## config.mk

```make
export PLATFORM = sky130hd
export DESIGN_NAME = regfile_wb_scoreboard
export DESIGN_NICKNAME = d
export VERILOG_FILES = /design/src/rtl/regfile_wb_scoreboard.sv
export SDC_FILE = /design/constraint.sdc
export NUM_CORES = 1
export LEC_CHECK = 0
export CAP_MARGIN = 20
export CORE_MARGIN = 1
export CORE_UTILIZATION = 30
export DETAILED_ROUTE_END_ITERATION = 12
export PLACE_DENSITY = 0.65
export SYNTH_ARGS = -nofsm -noshare
export SYNTH_HDL_FRONTEND = slang
export SYNTH_SLANG_ARGS = --single-unit
```

## constraint.sdc

```tcl
create_clock -name clock -period 3.1 [get_ports clock]
set_clock_uncertainty 0.05 [all_clocks]
set_input_delay 0.62 -clock clock [delete_from_list [all_inputs] [get_ports clock]]
set_output_delay 0.62 -clock clock [all_outputs]
set_load 0.02 [all_outputs]
```

## src/rtl/regfile_wb_scoreboard.sv

```systemverilog
// regfile_wb_scoreboard
//   Owns the single write port of the 32x32 register file. The in-order
//   writeback stage (WB) and the variable-latency multi-cycle unit (MC) share
//   the port with WB at fixed priority. A per-register busy scoreboard tracks
//   MC destinations still in flight, and decode is held on RAW/WAW hazards
//   against them, when the MC unit is full, or while an MC result is starving.
//
// Ports
//   clock, reset                    clock; synchronous active-high reset
//   id_valid, id_rs1, id_rs2,       decode-stage instruction
//   id_rd, id_rd_wen, id_is_mc
//   issue_stall                     hold decode this cycle
//   wb_valid, wb_rd, wb_data        pipeline writeback request
//   mc_valid, mc_rd, mc_data        MC result request
//   mc_ready                        MC result accepted (valid & ready = transfer)
//   rf_wen, rf_write_reg,           register file write port
//   rf_write_data
//   busy_vec                        bit i set = register i awaits an MC result
//
// State
//   register    | meaning
//   ------------+-------------------------------------------------------------
//   busy        | per-register "MC result pending" flags, bit 0 tied low
//   outstanding | MC ops issued and not yet transferred back
//   wait_rem    | refused-cycle budget left before starvation (down-counter)
//   starve      | MC result refused too long; decode held until it transfers

module regfile_wb_scoreboard #(
   parameter int MAX_OUTSTANDING = 4,
   parameter int MAX_WAIT        = 8
) (
   input  logic        clock,
   input  logic        reset,

   input  logic        id_valid,
   input  logic [4:0]  id_rs1,
   input  logic [4:0]  id_rs2,
   input  logic [4:0]  id_rd,
   input  logic        id_rd_wen,
   input  logic        id_is_mc,
   output logic        issue_stall,

   input  logic        wb_valid,
   input  logic [4:0]  wb_rd,
   input  logic [31:0] wb_data,

   input  logic        mc_valid,
   input  logic [4:0]  mc_rd,
   input  logic [31:0] mc_data,
   output logic        mc_ready,

   output logic        rf_wen,
   output logic [4:0]  rf_write_reg,
   output logic [31:0] rf_write_data,

   output logic [31:0] busy_vec
);

   localparam int OUT_W  = $clog2(MAX_OUTSTANDING + 1);
   localparam int WAIT_W = $clog2(MAX_WAIT + 1);

   localparam logic [OUT_W-1:0]  OUT_MAX   = OUT_W'(MAX_OUTSTANDING);
   localparam logic [WAIT_W-1:0] WAIT_LOAD = WAIT_W'(MAX_WAIT);
   localparam logic [WAIT_W-1:0] WAIT_LAST = WAIT_W'(1);

   logic [31:0]       busy;
   logic [OUT_W-1:0]  outstanding;
   logic [WAIT_W-1:0] wait_rem;
   logic              starve;

   logic              wb_eff;
   logic              mc_xfer;
   logic              mc_refused;
   logic              issue_eff;
   logic              mc_issue;
   logic              set_en;
   logic [31:0]       set_mask;
   logic [31:0]       clr_mask;

   always_comb begin
      wb_eff        = wb_valid & (wb_rd != 5'd0);
      mc_ready      = ~reset & ~wb_eff;

      rf_wen        = 1'b0;
      rf_write_reg  = 5'd0;
      rf_write_data = 32'd0;
      if (!reset) begin
         if (wb_eff) begin
            rf_wen        = 1'b1;
            rf_write_reg  = wb_rd;
            rf_write_data = wb_data;
         end else if (mc_valid && (mc_rd != 5'd0)) begin
            rf_wen        = 1'b1;
            rf_write_reg  = mc_rd;
            rf_write_data = mc_data;
         end
      end

      // A result clearing busy this cycle does not release the stall until
      // the register update is visible next cycle (no same-cycle bypass).
      issue_stall = ~reset & id_valid &
                    (busy[id_rs1] | busy[id_rs2] | (id_rd_wen & busy[id_rd]) |
                     starve | (id_is_mc & (outstanding == OUT_MAX)));

      busy_vec    = reset ? 32'd0 : busy;

      mc_xfer     = mc_valid & mc_ready;
      mc_refused  = mc_valid & ~mc_ready;
      issue_eff   = id_valid & ~issue_stall;
      mc_issue    = issue_eff & id_is_mc;
      set_en      = mc_issue & id_rd_wen & (id_rd != 5'd0);
      set_mask    = set_en  ? (32'd1 << id_rd) : 32'd0;
      clr_mask    = mc_xfer ? (32'd1 << mc_rd) : 32'd0;
   end

   always_ff @(posedge clock) begin
      if (reset) begin
         busy        <= 32'd0;
         outstanding <= '0;
         wait_rem    <= WAIT_LOAD;
         starve      <= 1'b0;
      end else begin
         busy <= ((busy & ~clr_mask) | set_mask) & 32'hFFFF_FFFE;

         case ({mc_issue, mc_xfer})
            2'b10:   outstanding <= outstanding + 1'b1;
            2'b01:   if (outstanding != '0) outstanding <= outstanding - 1'b1;
            default: ;
         endcase

         // Budget reloads whenever the MC result is not being refused.
         if (mc_refused) begin
            if (wait_rem != '0) wait_rem <= wait_rem - 1'b1;
         end else begin
            wait_rem <= WAIT_LOAD;
         end

         // Starvation asserts on the refusal that exhausts the budget and
         // holds until the waiting result finally transfers.
         starve <= (starve | (mc_refused & (wait_rem == WAIT_LAST))) & ~mc_xfer;

         a_no_set_clr_same_reg:
            assert (!(set_en && mc_xfer && (id_rd == mc_rd)));
         a_no_outstanding_underflow:
            assert (!(mc_xfer && (outstanding == '0)));
      end
   end

endmodule

```

==> results.txt <==
----------------------------------------------------
[Yosys]
  Async set or reset register ratio after synthesis ... 0
  Synth top area share ... 0.2304
  EDFF count, synth ... 0
  Cell with the most instances after synthesis ... sky130_fd_sc_hd__nand2_1
  Mean area per synthesized cell ... 7.880 sq um
  Biggest area consumer among synthesized cells ... sky130_fd_sc_hd__dfxtp_1
  Top post-synthesis cells by area ... sky130_fd_sc_hd__dfxtp_1 23%, sky130_fd_sc_hd__mux4_2 10%, sky130_fd_sc_hd__nor2b_1 6.6%
  Synthesized netlist cell count ... 430
  Sequential cell area fraction in the yosys report ... 0.2304
  Most instantiated flip-flop cell in the synthesis netlist ... sky130_fd_sc_hd__dfxtp_1
  Flop and latch count out of synthesis ... 39
  Top post-synthesis cells by count ... 50 x sky130_fd_sc_hd__nand2_1, 45 x sky130_fd_sc_hd__nor2_1, 39 x sky130_fd_sc_hd__dfxtp_1, 39 x sky130_fd_sc_hd__o21ai_0, 36 x sky130_fd_sc_hd__nor2b_1
  Distinct cells, synth ... 58
  Synthesis warning total ... 0
  Netlist area before placement ... 3388 sq um
  Total nets after synthesis ... 530

[Global route]
  All-layer global routing usage ... 0.2415
  Maximum number of pins on one net before global-route repair ... 35
  Wire length of the first global-routing pass ... 21.87 mm
  Number of antenna violations at the first check in global routing ... 0
  Via count of the first global-routing pass ... 4,198
  Global route overflow ... 0

[Worst hold path]
  Worst Hold Path Cells ... 2
  Hold Path Class ... register to register
  Origin of the worst min-delay path ... wait_rem[1]
  Terminating pin of the worst hold path ... wait_rem[1]

[Layout]
  Proportion of layout cells with a drive suffix above 1 ... 0.2980
  Final instance count without filler cells ... 781
  Area growth, synth to finish ... 76.03%
  Final antenna diode count ... 0
  Layout net count ... 740

[Clocking]
  Clock sinks ... 39
  CTS Buf Count ... 5
  Number of hold-repair buffers added at the cts stage ... 0
  CTS tree ... built
  Root Buffer Master ... sky130_fd_sc_hd__clkbuf_16
  Clock-pin slew of the registers on the worst-case setup and hold paths ... 60 ps
  Maximum count of clock buffers along a single path ... 2
  Source-to-sink clock delay at the later pin of the worst-skew pair ... 280 ps
  H-tree Lvls ... 2

[Floorplanning]
  Total number of placement rows ... 38
  Die area ... 11,720 sq um
  Die width ... 108.3 um
  Initial core utilization ... 0.3098
  Ports placed on the boundary ... 168
  Core area ... 10,940 sq um
  Die boundary height ... 108.3 um

[Timing]
  Final hold violation count ... 0
  Maximum achievable frequency ... 328.6 MHz
  Smallest hold slack ... 463.1 ps
  Final worst path period need ... 3043 ps
  Final cycle utilization of the critical path ... 0.9817
  Final count of negative-setup-slack endpoints ... 0
  Least setup slack across all paths after layout ... 56.83 ps
  Max-slew violation count ... 0

[Worst setup path]
  Kind of start point of the critical path ... input port
  Max Fanout on Critical Path ... 7
  Critical Setup Path Class ... input port to output port
  Req. time, crit path ... 2430 ps
  Category of the worst setup path capture point ... output port
  Reg-to-Reg End ... outstanding[2]
  FF-to-FF setup slack ... 300 ps
  Reg2reg path depth ... 12
  Worst r2r src ... busy[7]
  Critical Path AT ... 2370 ps

[Route]
  Residual DRC ... 0
  Overall via count from detail_route ... 4,260
  Wire length per cell after detailed routing ... 18.04 um
  Via/cell ratio ... 5.455
  Violation count after the first detailed-route iteration ... 277
  Final ANT Viol Nets ... 0
  Number of detailed-routing iterations run before antenna repair ... 5
  Final WL ... 14.09 mm

[Placed design]
  Placed wire-length estimate after detailed placement ... 10.99 mm
  Gpl congestion ... 0.9113
  Cell total after placement ... 757
  Count of port buffers added during placement ... 166
  Post-place setup slack ... -772.0 ps

[Pwr]
  Peak supply drop ... 0.2488 mV
  Pwr per Cell Area ... 279.4 nW/um^2
  Final total power ... 1666 uW
  Leakage ... 0.002340 uW

[Run status]
  Result of the run ... finished, final reports clean

[Run]
  Max Cap Violations ... 0

----------------------------------------------------
## cell families (layout without fill, tap and decap cells)
logic type,Yosys count,after routing,share of synthesized area
AO/OA/AOI/OAI,124,124,0.2360
XOR/XNOR,3,3,0.007756
adder cells (fa/ha/maj),4,4,0.01699
buffers and inverters,43,254,0.05576
flip-flops,39,39,0.2304
multiplexers,35,35,0.1883
other,1,1,0.001107
AND/OR/NAND/NOR,181,181,0.2637
## state kept, by name, summed over array words and instances (netlist names)
register	count
busy	31
outstanding	3
starve	1
wait_rem	4
## cell usage in the layout, fill, tap and decap left out, types with 9 or more instances in the layout
master / synthesis / final
sky130_fd_sc_hd__a21oi_1: 11 / 11
sky130_fd_sc_hd__a22oi_1: 27 / 10
sky130_fd_sc_hd__a22oi_2: 0 / 17
sky130_fd_sc_hd__buf_2: 6 / 22
sky130_fd_sc_hd__buf_4: 1 / 65
sky130_fd_sc_hd__clkdlybuf4s50_1: 0 / 108
sky130_fd_sc_hd__dfxtp_1: 39 / 39
sky130_fd_sc_hd__dlygate4sd2_1: 0 / 20
sky130_fd_sc_hd__inv_1: 9 / 9
sky130_fd_sc_hd__mux2i_1: 12 / 12
sky130_fd_sc_hd__mux4_2: 15 / 19
sky130_fd_sc_hd__nand2_1: 50 / 48
sky130_fd_sc_hd__nand3_1: 10 / 9
sky130_fd_sc_hd__nor2_1: 45 / 24
sky130_fd_sc_hd__nor2_2: 0 / 20
sky130_fd_sc_hd__nor2b_1: 36 / 36
sky130_fd_sc_hd__o21ai_0: 39 / 39
sky130_fd_sc_hd__o21ai_1: 18 / 17
sky130_fd_sc_hd__or3_1: 10 / 10
## worst max-delay path, stage by stage
cell	delay [ps]
sky130_fd_sc_hd__clkdlybuf4s50_1	500
sky130_fd_sc_hd__o41ai_4	380
sky130_fd_sc_hd__buf_4	180
sky130_fd_sc_hd__nor2_4	50
sky130_fd_sc_hd__buf_12	120
sky130_fd_sc_hd__buf_16	130
sky130_fd_sc_hd__a22oi_2	170
sky130_fd_sc_hd__nor2_2	80
sky130_fd_sc_hd__buf_6	150
## cell type report
| cell class | count | area [sq um] |
|---|---|---|
| Multi-Input combinational cell | 348 | 2641 |
| Clock inverter | 2 | 35.03 |
| Clock buffer | 6 | 138.9 |
| Fill cell | 1022 | 4971 |
| Inverter | 9 | 33.78 |
| Timing Repair Buffer | 237 | 2160 |
| Tap cell | 140 | 175.2 |
| Sequential cell | 39 | 780.7 |
## report_power, final
| part | leakage, uW | switching [uW] | internal (uW) | total (uW) |
|---|---|---|---|---|
| Sequential | 0.000315 | 8.10 | 509 | 517 |
| Combinational | 0.00194 | 261 | 284 | 546 |
| Clock | 0.0000868 | 203 | 400 | 603 |
| Total | 0.00234 | 473 | 1190 | 1670 |
## repair_timing
item | in CTS | in global routing
pin swaps | 23 | 13
gates cloned | 3 | 1
setup buffers | 9 | 3
endpoints found under the setup margin | 72 | 25
gates resized for setup | 208 | 11
## through the flow
stage	area, sq um	utilization	TNS, ps
2_1_floorplan	3448	-	-23.14
3_3_place_gp	5575	0.5098	-29790
3_5_place_dp	5575	0.5098	-32440
4_1_cts	5916	0.5410	0
5_1_grt	5964	0.5454	-19.46
6_report	5964	0.5454	0
## layer usage
layer	vias up	part of all wire	global-route usage
met4	0	0.020	0.07529
met5	-	0	0
li1	2007	-	-
met3	19	0.081	0.04581
met1	2038	0.38	0.2923
met2	196	0.52	0.4299
## worst max path at each step
stage	startpoint	to	slack [ps]	cells past startpoint
floorplan	id_rs1[2]	outstanding[2]	-20	12
finish	mc_rd[3]	rf_write_data[9]	60	9
CTS	id_rs2[3]	outstanding[2]	2	13
global route	mc_rd[3]	rf_write_data[14]	-10	8
global placement	id_rd[0]	issue_stall	-710	8
detailed placement	id_rd[0]	issue_stall	-770	8
(Power assumes the default switching activity.)
